File: config.mk
export PLATFORM = sky130hd
export DESIGN_NAME = proc_control
export DESIGN_NICKNAME = d
export VERILOG_FILES = /design/src/rtl/proc_pkg.sv /design/src/rtl/proc_dec3to8.sv /design/src/rtl/proc_control.sv
export SDC_FILE = /design/constraint.sdc
export NUM_CORES = 1
export LEC_CHECK = 0
export CELL_PAD_IN_SITES_DETAIL_PLACEMENT = 2
export CELL_PAD_IN_SITES_GLOBAL_PLACEMENT = 2
export CORE_UTILIZATION = 23
export DETAILED_ROUTE_END_ITERATION = 7
export GPL_TIMING_DRIVEN = 0
export PLACE_DENSITY_LB_ADDON = 0.1
export SYNTH_ARGS = -nofsm -noshare
export SYNTH_HDL_FRONTEND = slang
export SYNTH_SLANG_ARGS = --single-unit
File: constraint.sdc
create_clock -name Clock -period 2.3 [get_ports Clock]
set_input_delay 0.69 -clock Clock [delete_from_list [all_inputs] [get_ports Clock]]
set_output_delay 0.69 -clock Clock [all_outputs]
set_load 0.01 [all_outputs]
File: src/rtl/proc_pkg.sv
// Shared constants and types for the processor control FSM.
// Opcodes, state encodings, word/register widths and the control-bundle struct.
package proc_pkg;

  localparam int WORD_W   = 9;
  localparam int NUM_REGS = 8;
  localparam int IDX_W    = 3;

  localparam logic [IDX_W-1:0] OP_MV  = 3'b000;
  localparam logic [IDX_W-1:0] OP_MVI = 3'b001;
  localparam logic [IDX_W-1:0] OP_ADD = 3'b010;
  localparam logic [IDX_W-1:0] OP_SUB = 3'b011;

  typedef enum logic [1:0] {
    S_IDLE = 2'd0,
    S_T1   = 2'd1,
    S_T2   = 2'd2,
    S_T3   = 2'd3
  } state_t;

  // Field order mirrors the bus-mux select inputs so the bundle connects straight through.
  typedef struct packed {
    logic                irin;
    logic [NUM_REGS-1:0] rout;
    logic [NUM_REGS-1:0] rin;
    logic                gout;
    logic                dinout;
    logic                ain;
    logic                gin;
    logic                addsub;
    logic                done;
  } ctrl_t;

  function automatic logic is_alu(input logic [IDX_W-1:0] op);
    return (op == OP_ADD) || (op == OP_SUB);
  endfunction

endpackage

File: src/rtl/proc_dec3to8.sv
// 3-bit register index to 8-bit one-hot select; index 0 maps to the MSB.
module proc_dec3to8
  import proc_pkg::*;
(
  input  logic [IDX_W-1:0]    idx,
  output logic [NUM_REGS-1:0] onehot
);

  for (genvar i = 0; i < NUM_REGS; i++) begin : g_bit
    assign onehot[NUM_REGS-1-i] = (idx == IDX_W'(i));
  end

endmodule

File: src/rtl/proc_control.sv
// Multi-cycle control unit: IDLE fetches DIN into IR, T1..T3 sequence the bus,
// register enables and ALU for mv / mvi / add / sub.
module proc_control
  import proc_pkg::*;
(
  input  logic                Clock,
  input  logic                Reset,
  input  logic                Run,
  input  logic [WORD_W-1:0]   DIN,
  output logic                IRin,
  output logic [NUM_REGS-1:0] Rout,
  output logic [NUM_REGS-1:0] Rin,
  output logic                Gout,
  output logic                DINout,
  output logic                Ain,
  output logic                Gin,
  output logic                AddSub,
  output logic                Done
);

  state_t              state, nxt;
  logic [WORD_W-1:0]   ir;
  logic [IDX_W-1:0]    op;
  logic [NUM_REGS-1:0] sel_x, sel_y;
  ctrl_t               c;

  assign op = ir[8:6];

  proc_dec3to8 u_dec_x (.idx(ir[5:3]), .onehot(sel_x));
  proc_dec3to8 u_dec_y (.idx(ir[2:0]), .onehot(sel_y));

  always_ff @(posedge Clock or posedge Reset) begin
    if (Reset) state <= S_IDLE;
    else       state <= nxt;
  end

  // IR only loads on an accepted Run, so it holds steady through T1..T3.
  always_ff @(posedge Clock or posedge Reset) begin
    if (Reset)                        ir <= '0;
    else if (state == S_IDLE && Run)  ir <= DIN;
  end

  always_comb begin
    nxt = S_IDLE;
    case (state)
      S_IDLE:  nxt = Run ? S_T1 : S_IDLE;
      S_T1:    nxt = is_alu(op) ? S_T2 : S_IDLE;
      S_T2:    nxt = is_alu(op) ? S_T3 : S_IDLE;
      S_T3:    nxt = S_IDLE;
      default: nxt = S_IDLE;
    endcase
  end

  always_comb begin
    c = '0;
    if (!Reset) begin
      case (state)
        S_IDLE: c.irin = Run;
        S_T1: begin
          case (op)
            OP_MV: begin
              c.rout = sel_y;
              c.rin  = sel_x;
              c.done = 1'b1;
            end
            OP_MVI: begin
              c.dinout = 1'b1;
              c.rin    = sel_x;
              c.done   = 1'b1;
            end
            OP_ADD, OP_SUB: begin
              c.rout = sel_x;
              c.ain  = 1'b1;
            end
            default: c.done = 1'b1;
          endcase
        end
        S_T2: begin
          if (is_alu(op)) begin
            c.rout   = sel_y;
            c.gin    = 1'b1;
            c.addsub = (op == OP_SUB);
          end
        end
        S_T3: begin
          if (is_alu(op)) begin
            c.gout = 1'b1;
            c.rin  = sel_x;
            c.done = 1'b1;
          end
        end
        default: c = '0;
      endcase
    end
  end

  assign IRin   = c.irin;
  assign Rout   = c.rout;
  assign Rin    = c.rin;
  assign Gout   = c.gout;
  assign DINout = c.dinout;
  assign Ain    = c.ain;
  assign Gin    = c.gin;
  assign AddSub = c.addsub;
  assign Done   = c.done;

endmodule

==> Word level (Yosys, flattened, before mapping) <==
Index checks and enable logic that the tools add are counted.
W data, S select, Z words.
{ "totals": {"regBits": 11, "in_bits": 12, "output_inout_bits": 23, "wordCells": 51} }
{ "op_classes": {"n_eq_ne": 20, "muxes": 21, "reduce_logical": 8} }
{ "op_table": {"columns": ["cell", "n"], "rows": [
  ["$pmux W8 S2", 3],
  ["$eq A3 B3 Y1 const B", 8],
  ["$mux W23", 1],
  ["$eq A3 B2 Y1 const B", 6],
  ["$mux W8", 2],
  ["$mux W2", 5],
  ["$eq A3 B1 Y1 const B", 3],
  ["$logic_not A3 Y1", 3],
  ["$mux W9", 1],
  ["$pmux W2 S4", 1],
  ["$mux W1", 7],
  ["$eq A2 B2 Y1 const B", 2],
  ["$reduce_or A2 Y1", 2],
  ["$eq A2 B1 Y1 const B", 1],
  ["$logic_not A2 Y1", 1],
  ["$pmux W1 S2", 1],
  ["$logic_and A1 B1 Y1", 1],
  ["$logic_or A1 B1 Y1", 1]
]} }

==> Longest topological paths before layout <==
{ "logic_depth": {"ltp_word": 5, "depth_mapped": 5, "ltp_nobuf": 5} }

==> Modules after synthesis <==
Synthesis repeated with hierarchy kept, for this count alone.
{ "unflattened": {"cells_unflattened": 93, "area_unflattened_um2": 950.9} }
{ "by_module_without_submodules": {"columns": ["mod", "n_inst", "cells_per_inst", "area_per_inst_um2", "seq_area_each_um2"], "rows": [
  ["proc_control", 1, 77, 820.8, 275.3],
  ["proc_dec3to8", 2, 8, 65.1, 0.0]
]} }

==> Least setup slack after synthesis <==
No wires, ideal clock.
{ "synth_path": {"kind": "flip-flop to output port", "from": "register state[1]", "to": "output port Rout[4]", "t_arrival_ps": 1484, "required_time_ps": 1610, "setup_slack_ps": 126, "path_stages_with_launch": 6, "n_path_buf": 0, "cell_sequence": "dfrtp_1 -> inv_1 -> ha_1 -> nor4b_1 -> nor2_1 -> o32ai_1"} }
{ "synth_between": {"elab_chain_len": 3, "elab_cells_between_ends": 4, "classes_between": "2 x eq/ne; 2 x mux"} }
{ "synth_rtl": {"columns": ["element", "line", "text"], "rows": [
  ["from (decl)", "proc_control.sv:21", "state_t state, nxt;"],
  ["from (signal assigned)", "proc_control.sv:34", "else state <= nxt;"],
  ["$eq A2 B2 Y1 or $eq A2 B1 Y1 (tied branches)", "proc_control.sv:57", "case (state)"],
  ["$pmux W8 S2 (*)", "proc_control.sv:57", null],
  ["$mux W23 (*)", "proc_control.sv:56", "if (!Reset) begin"],
  ["to (decl)", "proc_control.sv:11", "output logic [NUM_REGS-1:0] Rout,"]
]} }
Mark *: on every way between the ends. The rest lies on a longest branch, timed or not.

==> Worst setup path after layout <==
{ "layout_path": {"from": "register state[1]", "to": "output port Rout[5]"} }
Same word-level chain as after synthesis.

==> reports/metrics.yaml <==
critical_path:
  start_kind: "register"
  cp_max_fo: 4
  crit_path_top_delay_cell: "dfrtp_1"
  cp_data_arrival_time_ns: 1.90
  critical_path.max_stage_delay_ns: 0.41
  ff2ff_path_depth: 5
  critPathBufInv: 3
  cp-end-kind: "output port"
  path_class: "register to output port"
  path_cells: "inv_2 > ha_4 > and4bb_2 > nand3b_1 > buf_4 > o32ai_4 > buf_2"
  critPathTopFamily: "buffers and inverters"
  crit_required_ns: 1.61
  cp.depth: 7
run_status:
  outcome: "complete, but fails checks"
  violations: "setup timing"
clocking:
  cts-buffers-inserted: 3
  cts_tree: "built"
  cts.clk_slew.worst_paths_ns: 0.07
  clock-sinks: 11
  htree_levels: 1
  clock_path_buffers: 2
  clk-insertion-delay-late_ns: 0.28
  root_buffer: "clkbuf_4"
  cts-hold-fix-buffers: 0
finish:
  ff_latch_area_um2: 278
  final_area_um2: 1420
  fin_nets: 152
  layout_common_cells: "15 x buf_4, 13 x nor2_1, 12 x buf_2"
  nFillCells: 348
  diodes: 0
  layout_commonest_cell: "buf_4"
  area_growth_pct: 85.6
  multiInputGateArea_um2: 652
  layout-drive-gt1-share: 0.604
  finish.utilization: 0.456
floorplanning:
  die-area_um2: 3550
  die_x_um: 59.6
  die_y_um: 59.6
  core_area_um2: 3100
  row_count: 20
  ios: 35
  floorplan.initialDensity: 0.246
power:
  total_power_mw: 0.672
  ir_drop_uv: 305
  p_per_area_nw_per_um2: 475
  p_leak_nw: 0.600
drt:
  ant_nets: 0
  wirelength_um: 3070
  dr.pass1.iters: 4
  vias: 853
  drt_iter0_markers: 26
  drc: 0
  viasPerCell: 4.79
  routedWlPerCell_um: 17.3
logic_synthesis:
  netlist_instances: 79
  synthesis.area_um2: 763
  ys_warn_count: 0
  syn_area_per_cell_um2: 9.66
  ys_seq_elements: 11
  synth_nets: 96
  synth_cell_types: 21
  ys_seq_area_frac: 0.361
global_routing:
  antenna_found_initial: 0
  grt_pass1_wl_um: 4620
  first_global_vias: 896
  grt_usage: 0.180
  grt_max_degree: 12
  grt_overflow: 0
sta:
  slew_headroom: 0.719
  setup_slack_ns: -0.293
  fmax_ghz: 0.386
  rsz0062_at_grt: "yes"
  worst_pin_slew_ns: 0.421
  final-max-slew-violation-count: 0
  min_period_ns: 2.59
  hold_viol_final: 0
  fin_skew_ns: 0.00715
  min_period_over_period: 1.13
  finalSetupViolCount: 16
place:
  gp_congestion: 0.753
  place_hpwl_um: 1800
  portBuffers: 34
  dpl-instance-area_um2: 1160
min_path:
  hold_path.class: "primary input to asynchronous set/reset pin"
flow_run:
  cap_viol_max_count: 0
Yosys cell counts (all sizes together):
cell type / number / area, um^2
nor4b: 1 / 8.76
nor3: 1 / 5.00
nand3b: 4 / 30.0
dfrtp: 11 / 275
or2b: 2 / 17.5
nand2: 5 / 18.8
nand2b: 1 / 6.26
o22ai: 4 / 25.0
nor2: 15 / 56.3
inv: 3 / 11.3
nor3b: 3 / 22.5
o21ai: 1 / 5.00
or2: 1 / 6.26
mux2: 11 / 124
and3b: 1 / 8.76
and2b: 1 / 7.51
and4bb: 1 / 12.5
mux2i: 1 / 10.0
o32ai: 4 / 35.0
ha: 5 / 62.6
nand3: 3 / 15.0
registers in the layout, summed over array words and instances (netlist names):
| name | cells |
|---|---|
| ir | 9 |
| state | 2 |
layout make-up:
type	instances	share of cell area
inverters	3	0.00795
clock buffers	4	0.0186
repair buffers	51	0.278
flip-flops and latches	11	0.196
well taps	44	0.0389
multi-input cells	65	0.460
per-layer routing:
layer / wire length [um] / up-vias / track usage
li1: - / 396 / -
met1: 1300 / 424 / 0.218
met2: 1580 / 27 / 0.316
met3: 138 / 6 / 0.0240
met4: 53 / 0 / 0.0831
met5: 0 / - / 0
kinds of logic after synthesis:
kind of cell / count (synthesis) / share of synthesized area
flops: 11 / 0.361
simple gates: 39 / 0.282
fa+ha+maj: 5 / 0.0820
buf+inv: 3 / 0.0148
mux: 12 / 0.175
compound gates: 9 / 0.0852
stage by stage:
stage	setup WS, ns	cells	TNS [ns]	hold slack [ns]
detailed placement	-1.01	157	-17.43	0.572
CTS	-0.219	172	-1.77	0.486
global placement	-0.968	157	-16.92	0.542
floorplan	0.126	79	0	0.503
global route	-0.396	178	-4.81	0.514
finish	-0.293	178	-3.38	0.496
what timing repair did:
item                                    in CTS  in global routing
endpoints found under the setup margin      23                 21
hold endpoints to repair                     0                  0
resized for setup                          105                 12
pin swaps                                   13                  7
setup buffers                               11                  6
gates cloned                                 0                  0
where the power goes:
part           internal [mW]  total, mW  switching, mW  leakage (nW)
logic                  0.133      0.244          0.112         0.455
registers              0.227      0.294         0.0663         0.129
clock network         0.0674      0.135         0.0672        0.0150
worst paths after layout:
path | startpoint | to | slack, ns
max in group asynchronous | Reset | ir[7] | 1.49
setup / recovery | state[1] | Rout[5] | -0.29
setup reg to reg | state[1] | state[0] | 0.78
hold / removal | Reset | state[0] | 0.50
min in group Clock | ir[3] | ir[3] | 0.58
hold reg to reg | ir[3] | ir[3] | 0.58
worst register-to-register path: cells and delay by family, from the launching register on:
family,cells,cell delay [ns]
multiplexers,1,0.25
adder cells (fa/ha/maj),1,0.20
AND/OR/NAND/NOR,1,0.27
flip-flops,1,0.41
buffers and inverters,2,0.29
No activity file was read; power rests on OpenSTA's default activity.
